`src/rtl/irq_ctl_pkg.sv`:
```
// Shared definitions for the interrupt controller: data width, FSM states and register offsets.
package irq_ctl_pkg;

  localparam int unsigned IRQ_DATA_W = 16;
  localparam int unsigned IRQ_ID_W   = 4;

  typedef enum logic [1:0] {
    IRQ_IDLE = 2'd0,
    IRQ_REQ  = 2'd1,
    IRQ_SVC  = 2'd2
  } irq_state_e;

  localparam int unsigned IRQ_MASK_OFS = 0;
  localparam int unsigned IRQ_PEND_OFS = 1;
  localparam int unsigned IRQ_STAT_OFS = 2;

endpackage

```
`src/rtl/irq_prio_enc.sv`:
```
// Lowest-index priority encoder: reports the smallest set bit of i_req.
module irq_prio_enc
  import irq_ctl_pkg::*;
#(
  parameter int unsigned NSRC = 8
) (
  input  logic [NSRC-1:0]     i_req,
  output logic [IRQ_ID_W-1:0] o_id,
  output logic                o_valid
);

  logic [NSRC-1:0] w_shift;

  // Scan from the top down so the lowest set index is the last one assigned.
  always_comb begin
    o_id    = '0;
    o_valid = 1'b0;
    w_shift = '0;
    for (int unsigned i = NSRC; i > 0; i--) begin
      w_shift = i_req >> (i - 1);
      if (w_shift[0]) begin
        o_id    = IRQ_ID_W'(i - 1);
        o_valid = 1'b1;
      end
    end
  end

endmodule

```
`src/rtl/irq_ctl.sv`:
```
// Interrupt request controller with bus-snooped MASK/PEND/STAT registers and req/ack/ret handshake.
// Define IRQ_CTL_EDGE_EN for rising-edge source capture; level capture otherwise.
module irq_ctl
  import irq_ctl_pkg::*;
#(
  parameter int unsigned             NSRC       = 8,
  parameter int unsigned             DATA_W     = IRQ_DATA_W,
  parameter logic [DATA_W-1:0]       BASE_ADDR  = 16'hFFF0,
  parameter logic [DATA_W-1:0]       VEC_BASE   = 16'h0010,
  parameter int unsigned             VEC_STRIDE = 2
) (
  input  logic              clk,
  input  logic              reset_n,
  input  logic [NSRC-1:0]   irq_src,
  input  logic              bus_wen,
  input  logic [DATA_W-1:0] bus_addr,
  input  logic [DATA_W-1:0] bus_wdata,
  output logic [DATA_W-1:0] bus_rdata,
  output logic              irq_req,
  output logic [DATA_W-1:0] irq_vec,
  input  logic              irq_ack,
  input  logic              irq_ret
);

  localparam logic [DATA_W-1:0] A_MASK = DATA_W'(BASE_ADDR + IRQ_MASK_OFS);
  localparam logic [DATA_W-1:0] A_PEND = DATA_W'(BASE_ADDR + IRQ_PEND_OFS);
  localparam logic [DATA_W-1:0] A_STAT = DATA_W'(BASE_ADDR + IRQ_STAT_OFS);

  irq_state_e            r_state;
  logic [NSRC-1:0]       r_mask;
  logic [NSRC-1:0]       r_pend;
  logic [IRQ_ID_W-1:0]   r_cur_id;
  logic                  r_req;
  logic [DATA_W-1:0]     r_vec;

  logic                  w_sel_mask, w_sel_pend, w_sel_stat;
  logic                  w_busy, w_ack_ok, w_withdraw;
  logic [NSRC-1:0]       w_set, w_clr, w_cur_bit, w_eligible;
  logic [IRQ_ID_W-1:0]   w_sel_id;
  logic                  w_sel_valid;
  logic [DATA_W-1:0]     w_vec;
  logic                  w_unused;

  assign w_sel_mask = (bus_addr == A_MASK);
  assign w_sel_pend = (bus_addr == A_PEND);
  assign w_sel_stat = (bus_addr == A_STAT);
  assign w_busy     = (r_state == IRQ_SVC);
  assign w_cur_bit  = NSRC'(1) << r_cur_id;
  assign w_ack_ok   = (r_state == IRQ_REQ) && irq_ack;
  assign w_withdraw = ((r_mask & w_cur_bit) == '0) || ((r_pend & w_cur_bit) == '0);
  assign w_eligible = r_pend & r_mask;
  assign w_vec      = VEC_BASE + DATA_W'(w_sel_id) * DATA_W'(VEC_STRIDE);
  assign w_unused   = &{1'b0, bus_wdata};

`ifdef IRQ_CTL_EDGE_EN
  logic [NSRC-1:0] r_src_d;

  always_ff @(posedge clk or negedge reset_n) begin
    if (!reset_n) r_src_d <= '0;
    else          r_src_d <= irq_src;
  end

  assign w_set = irq_src & ~r_src_d;
`else
  assign w_set = irq_src;
`endif

  always_comb begin
    w_clr = (bus_wen && w_sel_pend) ? bus_wdata[NSRC-1:0] : '0;
    if (w_ack_ok) w_clr = w_clr | w_cur_bit;
  end

  irq_prio_enc #(.NSRC(NSRC)) u_prio (
    .i_req   (w_eligible),
    .o_id    (w_sel_id),
    .o_valid (w_sel_valid)
  );

  always_ff @(posedge clk or negedge reset_n) begin
    if (!reset_n) begin
      r_mask <= '0;
      r_pend <= '0;
    end else begin
      r_pend <= (r_pend | w_set) & ~w_clr;
      if (bus_wen && w_sel_mask) r_mask <= bus_wdata[NSRC-1:0];
    end
  end

  // Ack takes priority over a same-cycle withdraw; SVC blocks nesting until ret.
  always_ff @(posedge clk or negedge reset_n) begin
    if (!reset_n) begin
      r_state  <= IRQ_IDLE;
      r_cur_id <= '0;
      r_req    <= 1'b0;
      r_vec    <= '0;
    end else begin
      case (r_state)
        IRQ_IDLE: begin
          if (w_sel_valid) begin
            r_cur_id <= w_sel_id;
            r_vec    <= w_vec;
            r_req    <= 1'b1;
            r_state  <= IRQ_REQ;
          end
        end
        IRQ_REQ: begin
          if (irq_ack) begin
            r_req   <= 1'b0;
            r_state <= IRQ_SVC;
          end else if (w_withdraw) begin
            r_req   <= 1'b0;
            r_state <= IRQ_IDLE;
          end
        end
        IRQ_SVC: begin
          if (irq_ret) r_state <= IRQ_IDLE;
        end
        default: begin
          r_req   <= 1'b0;
          r_state <= IRQ_IDLE;
        end
      endcase
    end
  end

  always_comb begin
    bus_rdata = '0;
    if (w_sel_mask)      bus_rdata[NSRC-1:0] = r_mask;
    else if (w_sel_pend) bus_rdata[NSRC-1:0] = r_pend;
    else if (w_sel_stat) bus_rdata[7:0]      = {w_busy, 3'b000, r_cur_id};
  end

  assign irq_req = r_req;
  assign irq_vec = r_vec;

endmodule

```
`config.mk`:
```
export PLATFORM = sky130hd
export DESIGN_NAME = irq_ctl
export DESIGN_NICKNAME = d
export VERILOG_FILES = /design/src/rtl/irq_ctl_pkg.sv /design/src/rtl/irq_prio_enc.sv /design/src/rtl/irq_ctl.sv
export SDC_FILE = /design/constraint.sdc
export NUM_CORES = 1
export LEC_CHECK = 0
export CAP_MARGIN = 20
export CORE_MARGIN = 2
export CORE_UTILIZATION = 39
export CTS_BUF_LIST = sky130_fd_sc_hd__clkbuf_8 sky130_fd_sc_hd__clkbuf_16
export DETAILED_ROUTE_END_ITERATION = 16
export GPL_TIMING_DRIVEN = 0
export PLACE_DENSITY_LB_ADDON = 0.12
export SLEW_MARGIN = 25
export SYNTH_ARGS = -nofsm -noshare
export SYNTH_HDL_FRONTEND = slang
export SYNTH_SLANG_ARGS = --single-unit
```
`constraint.sdc`:
```
create_clock -name clk -period 10.07 [get_ports clk]
set_clock_uncertainty 0.05 [all_clocks]
set_input_delay 3.021 -clock clk [delete_from_list [all_inputs] [get_ports clk]]
set_output_delay 3.021 -clock clk [all_outputs]
set_load 0.05 [all_outputs]
```
==> summary.txt, run 1 <==
GRT
  – Initial antenna violation count: 0
  – Congestion Overflow GR: 0
  – Vias in the first global route: 1420
  – First-pass GRT wire length: 6670 microns
  – Pin count of the biggest net entering global routing: 24
  – All-Layer GR Usage: 0.200

Finish
  – Finished Core Util: 0.591
  – Multi-input logic area: 817 sq um
  – Antenna Cells: 0
  – Nets@finish: 276
  – Final Cell Area: 0.00218 sq mm
  – FF+latch area: 576 sq um
  – Area grow syn2layout: 43.6%
  – Number of fill cells: 358
  – Layout cells sized above 1: 0.187
  – Post-Layout Cell Count: 278

Logic synthesis
  – Synth area leader: dfrtp_1
  – Yosys reg bits: 23
  – EDFF count, synth: 0
  – Post-Syn Area: 0.00152 sq mm
  – Ys Warns: 0
  – Synth top cells by count: dfrtp_1 (23), buf_4 (20), nand2_1 (14)
  – Synth unique cells: 36
  – Ys async rst share: 1.00
  – Sequential element share of the synthesized area: 0.379
  – Top cell type's share of synthesized area: 0.379
  – Synth area leaders: dfrtp_1 (38%), buf_4 (9.9%), mux2_2 (7.4%)
  – Most used DFF post-synth: dfrtp_1
  – Most common cell in the netlist: dfrtp_1
  – Avg Cell Area, Syn: 9.61 sq um
  – Cells after Synth: 158

Route
  – M1 WL: 1740 microns
  – Vias/cell: 5.19
  – Final WL: 3990 microns
  – Metal3 WL: 254 microns
  – Routed len/inst: 14.3 microns
  – Drt pass-1 iters: 4
  – Initial DRC count: 95
  – Vias: 1443
  – ANT nets after route: 0
  – DR WL met2: 1920 microns
  – # DRC: 0
  – Top Layer Used: met4

Floorplanning
  – Core area: 0.00369 sq mm
  – Die ar.: 0.00441 sq mm
  – Die Ht: 66.4 microns
  – Initial core utilization: 0.411
  – FP Rows: 22
  – Die X: 66.4 microns
  – IO Pins: 78

Power
  – Peak supply drop: 47.4 uV
  – Seq pwr share: 0.473
  – LEAKAGE: 0.934 nW
  – PD cells: 91.0 mW/mm^2
  – Clock power frac: 0.284
  – P_sw: 0.0000575 W
  – Gate power share: 0.243
  – Sw frac: 0.290
  – Power Total: 0.000198 W
  – Pint: 0.000141 W

Job
  – Max-cap viol count: 0

Timing
  – Slew Viols, Final: 0
  – Endpoints failing setup: 0
  – Fmax: 0.113 GHz
  – Max_slew headroom: 0.574
  – Crit path time final: 8.86 ns
  – Period utilisation layout: 0.880
  – Setup TNS Final: 0 ns
  – RSZ-0062 raised after global routing: false
  – Worst-margin pin slew: 0.634 ns
  – Final hold viol count: 0

Clocking
  – CTS clk-pin slew, worst paths: 0.08 ns
  – CTS Hold Buffers Added: 0
  – Clock sinks: 23
  – CTS tree: done
  – PostCTS Resize Cnt: 0
  – CTS Buffer Depth: 2
  – Clock Root Buffer: clkbuf_8
  – Worst skew pair latency: 0.26 ns
  – TritonCTS buffer count: 3
  – H-tree levels: 1
  – Setup Fix Bufs, Post-CTS: 0

Critical path
  – Critical path startpoint category: primary input
  – R2r endpoint: irq_req$_DFFE_PN0P_
  – Req. time, crit path: 7.00 ns
  – Max Fanout on Critical Path: 5
  – Crit end category: output port
  – Reg2Reg Depth: 5
  – R2R Setup Slk: 8.10 ns
  – Reg-to-Reg Start: irq_vec[3]$_DFFE_PN0P_
  – Critical path type: in -> out
  – Worst EP arrival: 5.79 ns

Worst hold path
  – Worst hold stages: 1
  – Hold Path Class: reg -> reg
  – Hold Crit Endpoint: irq_vec[4]$_DFFE_PN0P_
  – Hold_sp: irq_vec[4]$_DFFE_PN0P_

Placed design
  – Placed cell areas: 0.00214 sq mm
  – Port bufs: 49
  – Post-DP HPWL: 3160 microns
  – Dpl cells: 274
  – Final GP Congestion: 0.920

Outcome
  – Status: completed
[layout make-up]
type,instances,share of cell area
Clock inverter,1,0.00172
Buffer,24,0.0798
Clock buffer,3,0.0189
Inverter,6,0.0103
Sequential cell,23,0.264
Tap cell,48,0.0276
Timing Repair Buffer,49,0.223
Multi-Input combinational cell,124,0.375
[sequential cells by signal (all words and copies together), names as in the netlist]
signal	cells
r_state	2
irq_req	1
r_pend	8
r_mask	8
irq_vec	2
r_cur_id	2
[metrics by stage]
step / hold slack (ns) / worst slack, ns
floorplan: 0.478 / 2.02
global placement: 0.401 / 1.19
detailed placement: 0.417 / 1.22
CTS: 0.436 / 1.20
global route: 0.463 / 1.08
finish: 0.427 / 1.21
[routing by layer]
| metal | vias to the layer above | global-route usage |
|---|---|---|
| li1 | 685 | - |
| met1 | 680 | 0.268 |
| met2 | 72 | 0.331 |
| met3 | 6 | 0.0221 |
| met4 | 0 | 0.0714 |
| met5 | - | 0 |
[logic make-up (layout without fill, tap and decap cells)]
kind of cell / count (synthesis) / in the layout / share of synthesized area
AOI/OAI and AO/OA: 49 / 49 / 0.214
and+or+nand+nor: 41 / 41 / 0.157
buffers and inverters: 30 / 83 / 0.129
DFF: 23 / 23 / 0.379
muxes: 14 / 14 / 0.117
other: 1 / 20 / 0.00247
[critical path, stage by stage]
cell	delay, ns
clkdlybuf4s50_1	0.39
or2_1	0.22
or4_4	0.60
nor3_1	0.52
a22o_1	0.24
clkdlybuf4s50_1	0.80
[worst max path at each step]
stage | from | endpoint | slack, ns | cells past startpoint
floorplan | bus_addr[3] | bus_rdata[0] | 2.02 | 5
global placement | bus_addr[3] | bus_rdata[5] | 1.19 | 6
detailed placement | bus_addr[3] | bus_rdata[5] | 1.22 | 6
CTS | bus_addr[3] | bus_rdata[5] | 1.20 | 6
global route | bus_addr[3] | bus_rdata[6] | 1.08 | 6
finish | bus_addr[3] | bus_rdata[5] | 1.21 | 6
[cell usage in the layout (no fill, tap or decap), drive strengths merged]
cell type / instances
a2bb2oi: 3
or2: 2
inv: 7
nor3: 2
nand2b: 6
buf: 23
or4: 1
nand3: 1
mux2i: 2
conb: 20
nand2: 14
a211oi: 1
mux2: 10
clkbuf: 5
nor2: 8
nor4b: 1
a21oi: 13
and2: 1
and3: 1
a32oi: 1
mux4: 2
dfrtp: 23
a22oi: 6
o311ai: 1
a221oi: 2
nor2b: 1
clkdlybuf4s50: 48
a22o: 6
nand4: 3
o22ai: 2
o21ai: 11
o32ai: 3
[power groups by stage]
stage | sequential (W) | combinational [W] | clock, W
floorplan | 0.0000984 | 0.0000259 | 0
global placement | 0.0000956 | 0.0000477 | 0
detailed placement | 0.0000957 | 0.0000482 | 0
CTS | 0.0000939 | 0.0000483 | 0.0000570
global route | 0.0000940 | 0.0000511 | 0.0000613
finish | 0.0000938 | 0.0000482 | 0.0000563
(Power assumes the default switching activity.)
==> inputs of run 2 (changes only) <==
Settings changed: CORE_ASPECT_RATIO set to 0.6.
==> run 2 against run 1 <==
- first-iteration DRC count fell by 37%
- total power increased by 0.55%
- register-to-register slack better by 0.12 ns
- core utilization fell by 0.13 points
- sequential power about the same
- via count down 1.9%
- sequential share of layout area about the same
- maximum frequency up 0.27%
- count of clock-buffer cells in the layout is the same
==> summary.txt, run 2 (synthesis results as in run 1) <==
Route
  – # DRC: 0 (unchanged)
  – Vias/cell: 5.11 (was 5.19)
  – ANT nets after route: 0 (unchanged)
  – Drt pass-1 iters: 4 (unchanged)
  – Final WL: 4130 microns (was 3990 microns)
  – Initial DRC count: 60 (was 95)
  – Routed len/inst: 14.9 microns (was 14.3 microns)
  – Vias: 1416 (was 1443)

Clocking
  – CTS Hold Buffers Added: 0 (unchanged)
  – CTS Buffer Depth: 2 (unchanged)
  – H-tree levels: 1 (unchanged)
  – CTS clk-pin slew, worst paths: 0.08 ns (about the same)
  – Worst skew pair latency: 0.26 ns (about the same)
  – PostCTS Resize Cnt: 0 (unchanged)
  – TritonCTS buffer count: 3 (unchanged)
  – Setup Fix Bufs, Post-CTS: 0 (unchanged)
  – CTS tree: done (unchanged)
  – Clock sinks: 23 (unchanged)
  – Clock Root Buffer: clkbuf_8 (unchanged)

Timing
  – Max_slew headroom: 0.587 (was 0.574)
  – Period utilisation layout: 0.878 (was 0.880)
  – Fin Hold WS: 0.440 ns (was 0.427 ns)
  – Setup TNS Final: 0 ns (unchanged)
  – Setup WS post-layout: 1.23 ns (was 1.21 ns)
  – Worst-margin pin slew: 0.615 ns (was 0.634 ns)
  – Crit path time final: 8.84 ns (was 8.86 ns)
  – Fmax: 0.113 GHz (about the same)
  – Final hold viol count: 0 (unchanged)
  – Endpoints failing setup: 0 (unchanged)
  – Slew Viols, Final: 0 (unchanged)
  – RSZ-0062 raised after global routing: false (unchanged)

Finish
  – Antenna Cells: 0 (unchanged)
  – Nets@finish: 276 (unchanged)
  – Final Cell Area: 0.00218 sq mm (about the same)
  – Biggest regs: r_mask: 8 flops, r_pend: 8 flops (unchanged)
  – Number of fill cells: 340 (was 358)
  – Finished Core Util: 0.590 (was 0.591)
  – Area grow syn2layout: 43.8% (was 43.6%)
  – Commonest non-fill, non-tap cell in the layout: clkdlybuf4s50_1 (unchanged)
  – Layout cells sized above 1: 0.191 (was 0.187)
  – FF+latch area: 576 sq um (unchanged)
  – Highest-count cells in the layout ignoring fill and taps: clkdlybuf4s50_1 (48), dfrtp_1 (23), buf_4 (20), conb_1 (20), nand2_1 (14) (unchanged)
  – Multi-input logic area: 817 sq um (unchanged)

Critical path
  – Critical path startpoint category: primary input (unchanged)
  – Critical Path Stages: 6 (unchanged)
  – Family with the most delay on the worst path: simple AND/OR/NAND/NOR gates (unchanged)
  – CP cell instances: clkdlybuf4s50_1, or2_1, or4_4, nor3_1, a22o_1, clkdlybuf4s50_1 (unchanged)
  – Reg-to-Reg Start: r_cur_id[0]$_DFFE_PN0P_ (was irq_vec[3]$_DFFE_PN0P_)
  – CP max stage delay: 0.80 ns (about the same)
  – Crit end category: output port (unchanged)
  – Worst Path Buf+Inv: 2 (unchanged)
  – Req. time, crit path: 7.00 ns (about the same)
  – Worst EP arrival: 5.77 ns (was 5.79 ns)
  – Slowest stage cell on the critical path: clkdlybuf4s50_1 (unchanged)
  – Reg2Reg Depth: 6 (was 5)
  – R2r endpoint: irq_req$_DFFE_PN0P_ (unchanged)
  – Top cell by count, worst path: clkdlybuf4s50_1 (unchanged)
  – Max Fanout on Critical Path: 5 (unchanged)
  – Critical path type: in -> out (unchanged)
  – R2R Setup Slk: 8.22 ns (was 8.10 ns)

Placed design
  – Post-DP HPWL: 3380 microns (was 3160 microns)
  – Placed cell areas: 0.00214 sq mm (about the same)
  – Final GP Congestion: 0.825 (was 0.920)
  – Setup WS pre-CTS: 1.23 ns (was 1.22 ns)
  – Port bufs: 49 (unchanged)

Floorplanning
  – Die Ht: 52.3 microns (was 66.4 microns)
  – Initial core utilization: 0.410 (was 0.411)
  – Die X: 84.5 microns (was 66.4 microns)
  – FP Rows: 17 (was 22)
  – Core area: 0.00370 sq mm (was 0.00369 sq mm)
  – Die ar.: 0.00442 sq mm (was 0.00441 sq mm)
  – IO Pins: 78 (unchanged)

GRT
  – Initial antenna violation count: 0 (unchanged)
  – All-Layer GR Usage: 0.198 (was 0.200)
  – First-pass GRT wire length: 6760 microns (was 6670 microns)
  – Pin count of the biggest net entering global routing: 24 (unchanged)
  – Vias in the first global route: 1375 (was 1420)
  – Congestion Overflow GR: 0 (unchanged)

Worst hold path
  – Hold Path Class: reg -> reg (unchanged)
  – Hold_sp: irq_vec[4]$_DFFE_PN0P_ (unchanged)
  – Worst hold stages: 1 (unchanged)
  – Hold Crit Endpoint: irq_vec[4]$_DFFE_PN0P_ (unchanged)

Power
  – PD cells: 91.4 mW/mm^2 (was 91.0 mW/mm^2)
  – Peak supply drop: 66.5 uV (was 47.4 uV)
  – LEAKAGE: 0.929 nW (was 0.934 nW)

Job
  – Max-cap viol count: 0 (unchanged)

Outcome
  – Status: completed (unchanged)
[run 2: cell type report]
| cell class | count | area share |
|---|---|---|
| clock buffers | 3 | 0.0189 |
| well taps | 47 | 0.0269 |
| multi-input cells | 124 | 0.374 |
| inverters | 6 | 0.0103 |
| clock inverters | 1 | 0.00344 |
| repair buffers | 49 | 0.222 |
| plain buffers | 24 | 0.0797 |
| flip-flops and latches | 23 | 0.264 |
[run 2: worst reg2reg max path, stage by stage (launching register included)]
cell      delay [ns]
dfrtp_1         0.36
clkbuf_1        0.37
nor2b_1         0.34
a22oi_1         0.15
o21ai_0         0.09
o21ai_0         0.11
o311ai_0        0.28
[run 2: per-stage QoR]
stage	std cells	power, W
6_report	277	0.000199
5_1_grt	277	0.000210
4_1_cts	277	0.000202
3_5_place_dp	273	0.000144
3_3_place_gp	273	0.000143
2_1_floorplan	177	0.000124
[run 2: worst max path at each step]
stage | from | endpoint | slack, ns
2_1_floorplan | bus_addr[3] | bus_rdata[0] | 2.02
3_3_place_gp | bus_addr[3] | bus_rdata[3] | 1.30
3_5_place_dp | bus_addr[3] | bus_rdata[3] | 1.23
4_1_cts | bus_addr[3] | bus_rdata[3] | 1.23
5_1_grt | bus_addr[3] | bus_rdata[3] | 1.10
6_report | bus_addr[3] | bus_rdata[3] | 1.23
[run 2: layer usage]
| layer | wire [microns] | track usage | up-vias | share of wire |
|---|---|---|---|---|
| met2 | 1900 | 0.331 | 59 | 0.46 |
| met3 | 316 | 0.0472 | 2 | 0.076 |
| met5 | 0 | 0 | - | 0 |
| li1 | - | - | 688 | - |
| met4 | 7 | 0.0185 | 0 | 0.0017 |
| met1 | 1900 | 0.275 | 667 | 0.46 |
[run 2: where the power goes]
group / leakage [nW] / internal, W / switching (W)
clock: 0.0217 / 0.0000279 / 0.0000292
sequential: 0.279 / 0.0000931 / 0.000000724
combinational: 0.628 / 0.0000204 / 0.0000280
